<file path="config.mk">
export PLATFORM = sky130hd
export DESIGN_NAME = blc_multi_csr
export DESIGN_NICKNAME = d
export VERILOG_FILES = /design/src/rtl/blc_multi_csr.sv
export SDC_FILE = /design/constraint.sdc
export NUM_CORES = 1
export LEC_CHECK = 0
export ABC_AREA = 1
export BUFFER_PORTS_ARGS = -buffer_cell sky130_fd_sc_hd__buf_2
export CAP_MARGIN = 0
export CORE_UTILIZATION = 30
export CTS_CLUSTER_SIZE = 25
export DETAILED_ROUTE_END_ITERATION = 16
export GPL_ROUTABILITY_DRIVEN = 0
export PLACE_DENSITY = 0.51
export SYNTH_ARGS = -nofsm -noshare
export SYNTH_HDL_FRONTEND = slang
export SYNTH_SLANG_ARGS = --single-unit
export TNS_END_PERCENT = 5
</file>
<file path="constraint.sdc">
create_clock -name clk_i -period 2.85 [get_ports clk_i]
set_clock_uncertainty 0.05 [all_clocks]
set_input_delay 0.4275 -clock clk_i [delete_from_list [all_inputs] [get_ports clk_i]]
set_output_delay 0.4275 -clock clk_i [all_outputs]
set_load 0.03 [all_outputs]
</file>
<file path="src/rtl/blc_multi_csr.sv">
// AXI4-Lite register bank for the multi-channel black level calibration core.
// Holds working copies of the mode and per-channel manual levels. These are copied
// to the datapath-facing shadows on start-of-frame. The bank also exposes a status
// register and a live read-back of the measured levels.
module blc_multi_csr #(
    parameter logic [31:0] BASE_ADDR = 32'h0000_0000,
    parameter int          CH_CNT    = 4,
    parameter int          BL_W      = 12
) (
    input  logic                   clk_i,
    input  logic                   rst_i,
    input  logic [31:0]            csr_awaddr_i,
    input  logic                   csr_awvalid_i,
    output logic                   csr_awready_o,
    input  logic [31:0]            csr_wdata_i,
    input  logic [3:0]             csr_wstrb_i,
    input  logic                   csr_wvalid_i,
    output logic                   csr_wready_o,
    output logic [1:0]             csr_bresp_o,
    output logic                   csr_bvalid_o,
    input  logic                   csr_bready_i,
    input  logic [31:0]            csr_araddr_i,
    input  logic                   csr_arvalid_i,
    output logic                   csr_arready_o,
    output logic [31:0]            csr_rdata_o,
    output logic [1:0]             csr_rresp_o,
    output logic                   csr_rvalid_o,
    input  logic                   csr_rready_i,
    input  logic                   sof_i,
    input  logic                   cal_busy_i,
    input  logic [CH_CNT*BL_W-1:0] cur_bl_i,
    output logic                   mode_o,
    output logic                   cal_stb_o,
    output logic [CH_CNT*BL_W-1:0] man_bl_o,
    output logic                   cfg_upd_o
);

    localparam int NUM_REGS = 4 + 2 * CH_CNT;
    localparam logic [1:0] RESP_OKAY   = 2'b00;
    localparam logic [1:0] RESP_SLVERR = 2'b10;

    // write channel holding registers
    logic              aw_held_reg;
    logic [31:0]       aw_addr_reg;
    logic              w_held_reg;
    logic [31:0]       w_data_reg;
    logic [3:0]        w_strb_reg;
    logic              bvalid_reg;
    logic [1:0]        bresp_reg;

    // read channel registers
    logic              rvalid_reg;
    logic [31:0]       rdata_reg;
    logic [1:0]        rresp_reg;

    // working registers, shadows and pulses
    logic              mode_wk_reg;
    logic              mode_sh_reg;
    logic [BL_W-1:0]   bl_wk_reg [CH_CNT];
    logic [BL_W-1:0]   bl_sh_reg [CH_CNT];
    logic              upd_pending_reg;
    logic              cfg_upd_reg;
    logic              cal_req_reg;
    logic              cal_stb_reg;

    // write decode
    logic              commit;
    logic              wr_below;
    logic [31:0]       wr_idx;
    logic              wr_err;
    logic              wr_shadowed;
    logic [CH_CNT-1:0] wr_ch_sel;

    // read decode
    logic              rd_below;
    logic [31:0]       rd_idx;
    logic              rd_err;
    logic [31:0]       rd_data;
    logic [BL_W-1:0]   cur_bl_ch [CH_CNT];

    // Byte-strobe merge of new write data over an existing 32-bit value.
    function automatic logic [31:0] merge_bytes(input logic [31:0] old_val,
                                                input logic [31:0] new_val,
                                                input logic [3:0]  strb);
        logic [31:0] res;
        res = old_val;
        for (int b = 0; b < 4; b++) begin
            if (strb[b]) begin
                res[8*b +: 8] = new_val[8*b +: 8];
            end
        end
        return res;
    endfunction

    // Readies are gated by the reset input so they stay low while it is asserted.
    assign csr_awready_o = rst_i & ~aw_held_reg & ~bvalid_reg;
    assign csr_wready_o  = rst_i & ~w_held_reg & ~bvalid_reg;
    assign csr_arready_o = rst_i & ~rvalid_reg;
    assign csr_bvalid_o  = bvalid_reg;
    assign csr_bresp_o   = bresp_reg;
    assign csr_rvalid_o  = rvalid_reg;
    assign csr_rdata_o   = rdata_reg;
    assign csr_rresp_o   = rresp_reg;
    assign mode_o        = mode_sh_reg;
    assign cfg_upd_o     = cfg_upd_reg;
    assign cal_stb_o     = cal_stb_reg;

    // A write commits once both address and data are captured.
    assign commit      = aw_held_reg & w_held_reg;
    assign wr_below    = aw_addr_reg < BASE_ADDR;
    assign wr_idx      = (aw_addr_reg - BASE_ADDR) >> 2;
    // STATUS, the measured-level registers and anything past the map cannot be written.
    assign wr_err      = wr_below || (wr_idx == 32'd2) || (wr_idx >= 32'(4 + CH_CNT));
    assign wr_shadowed = !wr_err && ((wr_idx == 32'd0) || (wr_idx >= 32'd4));

    assign rd_below = csr_araddr_i < BASE_ADDR;
    assign rd_idx   = (csr_araddr_i - BASE_ADDR) >> 2;
    assign rd_err   = rd_below || (rd_idx >= 32'(NUM_REGS));

    genvar gi;
    generate
        for (gi = 0; gi < CH_CNT; gi++) begin : g_ch
            assign man_bl_o[gi*BL_W +: BL_W] = bl_sh_reg[gi];
            assign cur_bl_ch[gi]             = cur_bl_i[gi*BL_W +: BL_W];
            assign wr_ch_sel[gi]             = commit && !wr_err && (wr_idx == 32'(4 + gi));
        end
    endgenerate

    // Read data mux; errors and write-only locations return zero.
    always_comb begin
        rd_data = '0;
        if (!rd_err) begin
            if (rd_idx == 32'd0) begin
                rd_data = {31'b0, mode_wk_reg};
            end else if (rd_idx == 32'd2) begin
                rd_data = {30'b0, cal_busy_i, upd_pending_reg};
            end
            for (int c = 0; c < CH_CNT; c++) begin
                if (rd_idx == 32'(4 + c)) begin
                    rd_data = 32'(bl_wk_reg[c]);
                end
                if (rd_idx == 32'(4 + CH_CNT + c)) begin
                    rd_data = 32'(cur_bl_ch[c]);
                end
            end
        end
    end

    // Write channel: capture AW and W independently, then commit and respond.
    always_ff @(posedge clk_i) begin
        if (!rst_i) begin
            aw_held_reg <= 1'b0;
            aw_addr_reg <= '0;
            w_held_reg  <= 1'b0;
            w_data_reg  <= '0;
            w_strb_reg  <= '0;
            bvalid_reg  <= 1'b0;
            bresp_reg   <= RESP_OKAY;
        end else begin
            if (csr_awvalid_i && csr_awready_o) begin
                aw_held_reg <= 1'b1;
                aw_addr_reg <= csr_awaddr_i;
            end
            if (csr_wvalid_i && csr_wready_o) begin
                w_held_reg <= 1'b1;
                w_data_reg <= csr_wdata_i;
                w_strb_reg <= csr_wstrb_i;
            end
            if (commit) begin
                aw_held_reg <= 1'b0;
                w_held_reg  <= 1'b0;
                bvalid_reg  <= 1'b1;
                bresp_reg   <= wr_err ? RESP_SLVERR : RESP_OKAY;
            end else if (bvalid_reg && csr_bready_i) begin
                bvalid_reg <= 1'b0;
                bresp_reg  <= RESP_OKAY;
            end
        end
    end

    // Read channel: register data at the AR handshake, clear it after the R handshake.
    always_ff @(posedge clk_i) begin
        if (!rst_i) begin
            rvalid_reg <= 1'b0;
            rdata_reg  <= '0;
            rresp_reg  <= RESP_OKAY;
        end else if (csr_arvalid_i && csr_arready_o) begin
            rvalid_reg <= 1'b1;
            rdata_reg  <= rd_data;
            rresp_reg  <= rd_err ? RESP_SLVERR : RESP_OKAY;
        end else if (rvalid_reg && csr_rready_i) begin
            rvalid_reg <= 1'b0;
            rdata_reg  <= '0;
            rresp_reg  <= RESP_OKAY;
        end
    end

    // Working registers, frame-synchronous shadow load and the calibration strobe.
    always_ff @(posedge clk_i) begin
        if (!rst_i) begin
            mode_wk_reg     <= 1'b0;
            mode_sh_reg     <= 1'b0;
            upd_pending_reg <= 1'b0;
            cfg_upd_reg     <= 1'b0;
            cal_req_reg     <= 1'b0;
            cal_stb_reg     <= 1'b0;
            for (int c = 0; c < CH_CNT; c++) begin
                bl_wk_reg[c] <= '0;
                bl_sh_reg[c] <= '0;
            end
        end else begin
            // strobe is delayed one cycle past the commit
            cal_req_reg <= commit && !wr_err && (wr_idx == 32'd1) && w_strb_reg[0] && w_data_reg[0];
            cal_stb_reg <= cal_req_reg;

            if (commit && !wr_err && (wr_idx == 32'd0) && w_strb_reg[0]) begin
                mode_wk_reg <= w_data_reg[0];
            end
            for (int c = 0; c < CH_CNT; c++) begin
                if (wr_ch_sel[c]) begin
                    bl_wk_reg[c] <= BL_W'(merge_bytes(32'(bl_wk_reg[c]), w_data_reg, w_strb_reg));
                end
            end

            // shadows take the pre-write working values when sof meets a commit
            cfg_upd_reg <= 1'b0;
            if (sof_i && upd_pending_reg) begin
                mode_sh_reg     <= mode_wk_reg;
                cfg_upd_reg     <= 1'b1;
                upd_pending_reg <= 1'b0;
                for (int c = 0; c < CH_CNT; c++) begin
                    bl_sh_reg[c] <= bl_wk_reg[c];
                end
            end
            // a new commit keeps the update pending even if sof just consumed it
            if (commit && wr_shadowed) begin
                upd_pending_reg <= 1'b1;
            end
        end
    end

endmodule

</file>
---- Yosys cells after proc, flatten, opt, wreduce, memory -nomap -nowiden ----
Memory sizes are Yosys's and may differ from the RTL's.
Index checks and enable logic that the tools add are counted.
W data, S select, Z words.
cells by class
  reduce and logical (&&, ||, !) cells .... 29
  equality and inequality tests ........... 15
  muxes and demuxes ....................... 73
  bitwise logic cells ..................... 19
  magnitude comparators ................... 5
operators with widths
  kind                   number
  $mux W32               11
  $eq A30 B3 Y1 const B  8
  $eq A30 B4 Y1 const B  4
  $mux W12               8
  $mux W8                12
  $logic_not A32 Y1      2
  $lt A32 B1 Y1 const B  2
  $eq A30 B2 Y1 const B  2
  $ge A30 B4 Y1 const B  2
  $mux W4                12
  $eq A30 B1 Y1 const B  1
  $ge A30 B3 Y1 const B  1
  $mux W1                22
  $logic_and A1 B1 Y1    18
  $mux W2                8
  $or A1 B1 Y1           8
  $and A1 B1 Y1          6
  $reduce_bool A2 Y1     3
  $not A1 Y1             5
  $logic_or A1 B1 Y1     4
  $reduce_or A2 Y1       1
  $logic_not A1 Y1       1
storage, ports and cells
  bits in writable memories ............... 96
  memories kept ........................... 2
  input port bits ......................... 157
  register bits after elaboration ......... 92
memories
  memory     words  width  rd ports  clocked after Yosys merged registers in  write ports  RTL line  RTL
  bl_sh_reg  4      12     4         0                                        4            60        logic [BL_W-1:0] bl_sh_reg [CH_CNT];
  bl_wk_reg  4      12     4         0                                        4            59        logic [BL_W-1:0] bl_wk_reg [CH_CNT];

---- Logic depth before layout (Yosys ltp) ----
Gate-level depths: netlist of run 1.
  word-level depth ........................ 13
  depth in mapped cells ................... 15
  gate-level depth less buffers ........... 15

---- Worst setup path before layout of run 1 ----
Ideal clock, no wire load.
  kind .................................... reg-to-reg
  start point ............................. reg aw_addr_reg[22]
  end point ............................... mem bl_wk_reg[2][0] (enable)
  setup slack ............................. 0.451 ns
  library setup time ...................... 0.384 ns
  clock period less this slack ............ 2.399 ns
  stages on the path, launching flop included .. 11
  data arrival time ....................... 1.965 ns
  required time ........................... 2.416 ns
  path through ............................ dfxtp_1 -> or2_1 -> nor2_2 -> nand2_1 -> nor2_1 -> nand4_1 -> nor2_2 -> nand2_4 -> inv_6 -> nand4_4 -> o21ai_0
RTL lines
  what                    RTL line  RTL
  start, declared         44        logic [31:0] aw_addr_reg;
  start signal, assigned  162       aw_addr_reg <= csr_awaddr_i;
  end, declared           59

==> results.toml, run 1 <==
[run_status]
status = "finished, final reports clean"

[synthesis]
synth_top_area_frac = 0.3716
synth_top_cell_by_area = "edfxtp_1"
ys_ff_latch = 164
synthesis.area_sq_um = 7759
ys.flop_type = "edfxtp_1"
synth_edf_count = 96
syn_avg_cell_area_sq_um = 8.708
yosys-top-cells-count = "nor2_1 (213), nand2_1 (123), inv_1 (101)"
synth_cell_types = 43
synth-seq-area-share = 0.5470
ys_async_sr_fraction = 0
yosysWarningCount = 0
synth_cells = 891
synth_most_common_cell = "nor2_1"
synth_area_leaders = "edfxtp_1 (37%), dfxtp_1 (18%), nor2_1 (10%)"

[power]
power_w = 0.005482
vdd_ir_drop_max_uv = 352.6
p_leak_nw = 4.201
cellPowerDensity_nw_per_um2 = 569.5

[job]
cap_violations = 0

[die]
fp.dieW_um = 162.8
die_h_um = 162.8
dieArea_sq_um = 26510
start_util = 0.3072
pin_count = 249
core_sq_um = 25250
rows = 58

[clock_network]
htreeDepth = 4
ctsResizeCount = 0
cts_inserted_buffers = 17
clock_sinks = 164
clk_pin_slew_ns = 0.07
clk-insertion-delay-late_ns = 0.43
cts_setup_buffers = 0
postCtsHoldBufs = 0
clockRootBuffer = "clkbuf_16"
cts_tree = "built"
clk_path_buf_depth = 2

[timing]
max_freq_ghz = 0.4245
layout_worst_path_cycle_share = 0.8266
period_needed_ns = 2.356
rsz0062_at_grt = "false"
setup_viol = 0
slew_viol_final = 0
setup_tns_ns = 0
hold_viol = 0
setup_slack_ns = 0.4941
slew_headroom = 0.4873
worst_slew_pin_slew_ns = 0.7643

[drt]
drcViolationCount = 0
routed_wl_mm = 20.89
first_pass_iters = 5
wl_per_cell_um = 14.52
drt_iter0_markers = 407
vias = 6203
ant_nets = 0
viasPerCell = 4.311

[placed_design]
postPlaceCellArea_sq_um = 9027
post-place-ws_ns = 0.4418
io_buffers = 200
dp_cells = 1404
dpl.hpwl_mm = 16.06

[final_layout]
design_area_sq_um = 9627
area_growth_syn_to_layout_pct = 24.08
nNetsFinal = 1250
fin_cells = 1439
drive_gt1_frac = 0.2785
multi_input_area_sq_um = 2811
ff_latch_area_sq_um = 4244
nFillCells = 2678

[hold_path]
hold_class = "input port to flop"

[grt]
track_usage = 0.1607
grt_pass1_wl_mm = 31.80
antenna_found_initial = 3
grt_overflow = 0
grt_pass1_vias = 5767
grt_max_degree = 59

[worst_setup_path]
path_class = "flop to flop"
crit_required_ns = 2.87
start_kind = "flop"
critPathArrivalTime_ns = 2.37
path_max_fanout = 5
end_kind = "flop"
[layout by cell type (no fill, tap or decap), drive strengths merged]
cell type | Yosys | layout
nor2 | 238 | 238
buf | 35 | 218
nand2 | 134 | 134
inv | 107 | 113
edfxtp | 96 | 96
o21ai | 77 | 77
dfxtp | 68 | 68
a21oi | 33 | 33
nand3 | 28 | 28
conb | 1 | 22
clkbuf | 21 | 18
nand4 | 15 | 15
nor3 | 12 | 12
clkinv | 1 | 7
nor4 | 6 | 6
or2 | 5 | 5
o2111ai | 4 | 4
diode | 0 | 3
nor3b | 3 | 3
o21bai | 2 | 2
and2 | 1 | 1
a22o | 1 | 1
a31oi | 1 | 1
o22ai | 1 | 1
o211ai | 1 | 1
clkinvlp | 0 | 1
bufinv | 0 | 1
[metal layers]
layer	up-vias	part of all wire	track usage
li1	3243	-	-
met1	2736	0.46	0.2148
met2	207	0.46	0.2551
met3	17	0.070	0.03794
met4	0	0.015	0.05098
met5	-	0	0
[cell type report]
cell class	count	area share
antenna	3	0.0007798
clock buffer	18	0.04458
clock inverter	14	0.01690
inverter	108	0.04263
multi-input combinational	584	0.2920
sequential	164	0.4409
tap	330	0.04289
timing repair buffer	218	0.1193
[power breakdown]
group          internal, W  total [W]  switching [W]
combinational     0.000168   0.000536       0.000369
sequential         0.00260    0.00264      0.0000451
clock              0.00125    0.00230        0.00106
[logic make-up after synthesis]
| logic type | synth area share |
|---|---|
| other | 0.0004833 |
| AOI/OAI and AO/OA | 0.08321 |
| buffers and inverters | 0.1011 |
| DFF | 0.5470 |
| and+or+nand+nor | 0.2682 |
[through the flow]
step           hold WS (ns)    util
2_1_floorplan        0.3405       -
3_3_place_gp         0.3575  0.3575
3_5_place_dp         0.3597  0.3575
4_1_cts              0.1476  0.3809
5_1_grt              0.1706  0.3810
6_report             0.1639  0.3812
[final timing paths]
kind                        start                to  slack [ns]  cells past startpoint
setup / recovery  aw_addr_reg[31]  bl_wk_reg[3][11]        0.49                     10
hold / removal       csr_rready_i      csr_rvalid_o        0.16                      2
setup reg to reg  aw_addr_reg[31]  bl_wk_reg[3][11]        0.49                     10
hold reg to reg       cal_req_reg         cal_stb_o        0.37                      2
[critical path, cell delays in order, from the launching register on]
cell     delay, ns
dfxtp_1       0.31
nor2_1        0.09
nor3b_2       0.27
nand2_1       0.11
nor2_1        0.10
nand4_1       0.15
nor2_2        0.16
nand2_4       0.10
inv_6         0.09
nand2_2       0.07
o21ai_0       0.50
Note: power is estimated with default switching activity, not from simulation.
==> run 2: changes to the inputs <==
ABC_AREA = 0   (was 1)
clock period = 2.35 ns   (was 2.85 ns; I/O delays follow)
==> run 2 against run 1 <==
Effect of this change: combinational power is 10% higher; first-iteration DRC count is 15% lower; non-clock buffer count is 31 higher; total power is 18% higher; global-route usage is 1.5 points higher; utilization is 1.6 points higher; sequential share of layout area is 0.54 points lower; via count is 2.8% lower; maximum frequency is 5.6% higher; final area is 1.2% higher; critical endpoint is now bl_wk_reg[2][3].
==> results.toml, run 2 <==
[synthesis]
synth_edf_count = 96
synth_cells = 734
synth_most_common_cell = "nand2_1"
synthesis.area_sq_um = 7590
yosysWarningCount = 0
syn_avg_cell_area_sq_um = 10.34
synth_top_area_frac = 0.3798
ys_ff_latch = 164
synth_cell_types = 63
ys.flop_type = "edfxtp_1"
yosys-top-cells-count = "nand2_1 (117), and2_1 (100), edfxtp_1 (96)"
ys_async_sr_fraction = 0
synth-seq-area-share = 0.5592
synth_top_cell_by_area = "edfxtp_1"
synth_area_leaders = "edfxtp_1 (38%), dfxtp_1 (18%), and2_1 (8.2%)"

[drt]
wl_per_cell_um = 17.29
routed_wl_mm = 22.39
drt_iter0_markers = 346
vias = 6027
first_pass_iters = 5
ant_nets = 0
viasPerCell = 4.654
drcViolationCount = 0

[die]
dieArea_sq_um = 25940
die_h_um = 161.1
start_util = 0.3094
pin_count = 249
fp.dieW_um = 161.1
core_sq_um = 24530
rows = 57

[timing]
hold_viol = 0
period_needed_ns = 2.231
setup_viol = 0
worst_slew_pin_slew_ns = 0.5139
layout_worst_path_cycle_share = 0.9493
slew_headroom = 0.6566
slew_viol_final = 0
max_freq_ghz = 0.4483
rsz0062_at_grt = "true"
setup_tns_ns = 0

[clock_network]
cts_tree = "built"
postCtsHoldBufs = 0
ctsResizeCount = 0
cts_setup_buffers = 0
clockRootBuffer = "clkbuf_16"
clk_pin_slew_ns = 0.07
htreeDepth = 4
clk_path_buf_depth = 2
clock_sinks = 164
clk-insertion-delay-late_ns = 0.43
cts_inserted_buffers = 17

[grt]
antenna_found_initial = 4
grt_max_degree = 83
grt_overflow = 0
grt_pass1_vias = 5789
grt_pass1_wl_mm = 33.89
track_usage = 0.1755

[final_layout]
drive_gt1_frac = 0.3196
fin_cells = 1295
final_common_cell = "buf_2"
nNetsFinal = 1114
final_cell_mix = "buf_2 (200), nand2_1 (116), and2_1 (100)"
area_growth_syn_to_layout_pct = 28.40

[hold_path]
min_path_cells = 2
min_to = "csr_rvalid_o"
hold_class = "input port to flop"
hp-start = "csr_arvalid_i"

[worst_setup_path]
rrSetupSlack_ns = 0.12
crit_required_ns = 2.42
path_max_fanout = 8
path_class = "flop to flop"
r2r_end = "bl_wk_reg[2][3]"
r2r_cells = 7
critPathArrivalTime_ns = 2.31
r2r-start = "aw_addr_reg[26]"
start_kind = "flop"
end_kind = "flop"

[job]
cap_violations = 0

[run_status]
status = "finished, final reports clean"

[power]
p_leak_nw = 4.093
cellPowerDensity_nw_per_um2 = 665.1
vdd_ir_drop_max_uv = 328.8

[placed_design]
dp_cells = 1262
dpl.hpwl_mm = 17.33
io_buffers = 200
[run 2: cell count changes after synthesis, moves of 14 or more]
cell	delta
a21boi_0	+49
and2_1	+100
clkbuf_1	+19
inv_1	-98
nand3_1	-18
nor2_1	-176
nor2_4	-17
o21ai_0	-31
o21ai_1	-14
[run 2: cell families after synthesis]
group,count (synthesis),synth area share
AOI/OAI and AO/OA,165,0.1586
xor gates and xnor gates,1,0.001154
buffers and inverters,69,0.04731
DFF,164,0.5592
muxes,3,0.004121
other,1,0.0004941
and+or+nand+nor,331,0.2291
[run 2: worst max path at each step]
stage / start / end / slack (ns) / cells past startpoint
3_5_place_dp: csr_araddr_i[6] / csr_rdata_o[3] / -0.05 / 8
2_1_floorplan: aw_addr_reg[29] / bl_wk_reg[0][0] / -0.26 / 5
6_report: aw_addr_reg[26] / bl_wk_reg[2][3] / 0.12 / 7
3_3_place_gp: csr_araddr_i[22] / csr_rdata_o[5] / -0.05 / 9
5_1_grt: aw_addr_reg[18] / bl_wk_reg[2][3] / -0.03 / 7
4_1_cts: aw_addr_reg[26] / bl_wk_reg[2][3] / 0.03 / 7
[run 2: critical path: stages (launching register included)]
cell and delay [ns]:
dfxtp_1 0.31, nor4_1 0.35, nand4_1 0.21, a311oi_2 0.22, buf_4 0.19, nand4_1 0.12
nor2_1 0.23, a21bo_4 0.25
[run 2: through the flow]
stage                     instance area, sq um  total power [W]  worst slack [ns]  hold slack [ns]    util
after CTS                                 9711         0.006568           0.03222          0.09421  0.3958
after detailed placement                  9148         0.003860          -0.05419           0.3853  0.3729
after global routing                      9743         0.006735          -0.02906           0.1136  0.3971
after global placement                    9148         0.003862          -0.04680           0.3781  0.3729
after floorplan                           7671         0.003597           -0.2604           0.3619       -
final                                     9746         0.006482            0.1192           0.1177  0.3972
[run 2: cell type report]
class | count | area [sq um]
sequential | 164 | 4244
antenna | 1 | 2.502
inverter | 3 | 11.26
multi-input combinational | 522 | 3100
timing repair buffer | 249 | 1419
tap | 324 | 405.4
clock buffer | 17 | 425.4
clock inverter | 15 | 137.6
fill | 2438 | 14790
[run 2: where the power goes]
part	switching [W]	internal (W)	leakage (nW)
combinational	0.000373	0.000217	2.27
sequential	0.0000735	0.00313	1.54
clock	0.00128	0.00140	0.280
[run 2: routing by layer]
layer / vias up / global-route usage / wire [um]
met5: - / 0 / 28
met4: 4 / 0.05875 / 370
met3: 23 / 0.03980 / 1353
met2: 233 / 0.2776 / 10350
met1: 2761 / 0.2363 / 10290
li1: 3006 / - / -
==> run 3: changes to the inputs <==
BUFFER_PORTS_ARGS = not set   (was -buffer_cell sky130_fd_sc_hd__buf_2)
DONT_BUFFER_PORTS = 1   (was not set)
PLACE_DENSITY = 0.43   (was 0.51)
==> run 3 against run 2 <==
Effect of this change: worst setup slack improved by 0.031 ns; largest cell class unchanged; critical path type unchanged; die area stayed put; critical endpoint is now bl_wk_reg[1][5]; largest power group unchanged; combinational power fell by 43%.
==> results.toml, run 3 (same netlist as run 2, synthesis figures left out) <==
[power]
pwr-share-comb = 0.053
p_leak_nw = 3.279
switchingPower_w = 0.001680
cellPowerDensity_nw_per_um2 = 726.7
p_int_w = 0.004747
seqPwrFrac = 0.511
vdd_ir_drop_max_uv = 337.5
swShare = 0.2614
clockPowerShare = 0.437

[final_layout]
final_cell_mix = "nand2_1 (116), and2_1 (100), edfxtp_1 (96)"
nNetsFinal = 920
antenna_cells = 0
nFillCells = 2453
area_growth_syn_to_layout_pct = 16.53
final_common_cell = "nand2_1"
final_util = 0.3605
drive_gt1_frac = 0.1340
design_area_sq_um = 8845

[die]
start_util = 0.3094
core_sq_um = 24530
rows = 57
fp.dieW_um = 161.1
pin_count = 249
dieArea_sq_um = 25940
die_h_um = 161.1

[timing]
slew_viol_final = 0
slew_headroom = 0.6178
setup_viol = 0
setup_tns_ns = 0
hold_viol = 0
hold_ws_ns = 0.01478
worst_slew_pin_slew_ns = 0.5729
layout_worst_path_cycle_share = 0.9362
max_freq_ghz = 0.4545
period_needed_ns = 2.200
rsz0062_at_grt = "false"

[grt]
grt_pass1_wl_mm = 33.19
grt_max_degree = 79
antenna_found_initial = 0
grt_pass1_vias = 5439
grt_overflow = 0
track_usage = 0.1739

[job]
cap_violations = 0

[clock_network]
clk_path_buf_depth = 2
clk-insertion-delay-late_ns = 0.43
htreeDepth = 4
cts_inserted_buffers = 17
clock_sinks = 164
clockRootBuffer = "clkbuf_16"
clk_pin_slew_ns = 0.08
cts_tree = "built"
cts_setup_buffers = 0

[worst_setup_path]
end_kind = "flop"
start_kind = "flop"
rrSetupSlack_ns = 0.15
cpMaxStageDelayCell = "dfxtp_1"
worst_path_most_repeated_cell = "buf_4"
path_max_fanout = 8
crit_required_ns = 2.43
cpPeakStageDelay_ns = 0.32
critPathArrivalTime_ns = 2.28
path_cells = "nor4_2 -> nand4_1 -> a311oi_2 -> buf_4 -> nand2_1 -> o31ai_1 -> buf_4"
path_class = "flop to flop"

[drt]
drcViolationCount = 0
drt_iter0_markers = 365
viasPerCell = 5.049
wl_per_cell_um = 20.33
first_pass_iters = 4
routed_wl_mm = 22.36
ant_nets = 0
vias = 5554

[placed_design]
dpl.hpwl_mm = 16.88
io_buffers = 0
postPlaceCellArea_sq_um = 8034

[run_status]
status = "finished, final reports clean"

[hold_path]
hold_class = "input port to flop"
## run 3: cell types whose count changed in the layout (fill, tap and decap cells not counted), sizes merged
| cell | change |
|---|---|
| buf | -210 |
| dlygate4sd3 | +16 |
| clkbuf | +1 |
| clkinv | -1 |
| clkinvlp | +1 |
| diode | -1 |
| inv | -1 |
## run 3: power by group through the flow
| stage | clock network [W] | registers (W) | logic [W] |
|---|---|---|---|
| 5_1_grt | 0.00297 | 0.00329 | 0.000375 |
| 2_1_floorplan | 0 | 0.00330 | 0.000294 |
| 3_5_place_dp | 0 | 0.00335 | 0.000312 |
| 3_3_place_gp | 0 | 0.00335 | 0.000306 |
| 4_1_cts | 0.00286 | 0.00328 | 0.000334 |
| 6_report | 0.00281 | 0.00328 | 0.000338 |
## run 3: per-stage QoR
| stage | setup WS, ns | std cells | power, W |
|---|---|---|---|
| 2_1_floorplan | -0.2604 | 755 | 0.003597 |
| 3_5_place_dp | 0.008798 | 1052 | 0.003659 |
| 4_1_cts | 0.01408 | 1097 | 0.006476 |
| 6_report | 0.1500 | 1100 | 0.006428 |
| 5_1_grt | 0.01697 | 1100 | 0.006643 |
| 3_3_place_gp | 0.006135 | 1052 | 0.003652 |
## run 3: critical path: cells and delay by family (launching register included)
| kind | cells | cell delay, ns |
|---|---|---|
| buffers and inverters | 2 | 0.39 |
| AO/OA/AOI/OAI | 2 | 0.53 |
| flip-flops | 1 | 0.32 |
| AND/OR/NAND/NOR | 3 | 0.61 |
## run 3: repair_timing
action                                 in CTS  in global routing
setup endpoints to repair                   8                 58
endpoints found under the hold margin      14                  3
pin swaps                                   0                  1
gates resized for setup                     1                  9
hold buffers                               13                  3
## run 3: layout make-up
| type | instances | area, sq um | share of cell area |
|---|---|---|---|
| repair buffers | 55 | 469.2 | 0.05305 |
| flip-flops and latches | 164 | 4245 | 0.4800 |
| clock buffers | 18 | 450.4 | 0.05093 |
| well taps | 324 | 405.4 | 0.04583 |
| inverters | 3 | 11.26 | 0.001273 |
| multi-input cells | 522 | 3110 | 0.3517 |
| clock inverters | 14 | 152.6 | 0.01726 |
## run 3: worst paths after layout
kind,startpoint,to,cells after the start
min reg2reg,cal_req_reg,cal_stb_o,1
max,aw_addr_reg[10],bl_wk_reg[1][5],7
min,csr_awaddr_i[15],aw_addr_reg[15],2
max reg2reg,aw_addr_reg[10],bl_wk_reg[1][5],7
## run 3: metal layers
layer  up-vias  GRT usage  part of all wire
met3        15    0.04314             0.065
met5         -          0                 0
met4         0    0.05017             0.016
li1       2619          -                 -
met2       253     0.2800              0.47
met1      2667     0.2307              0.45
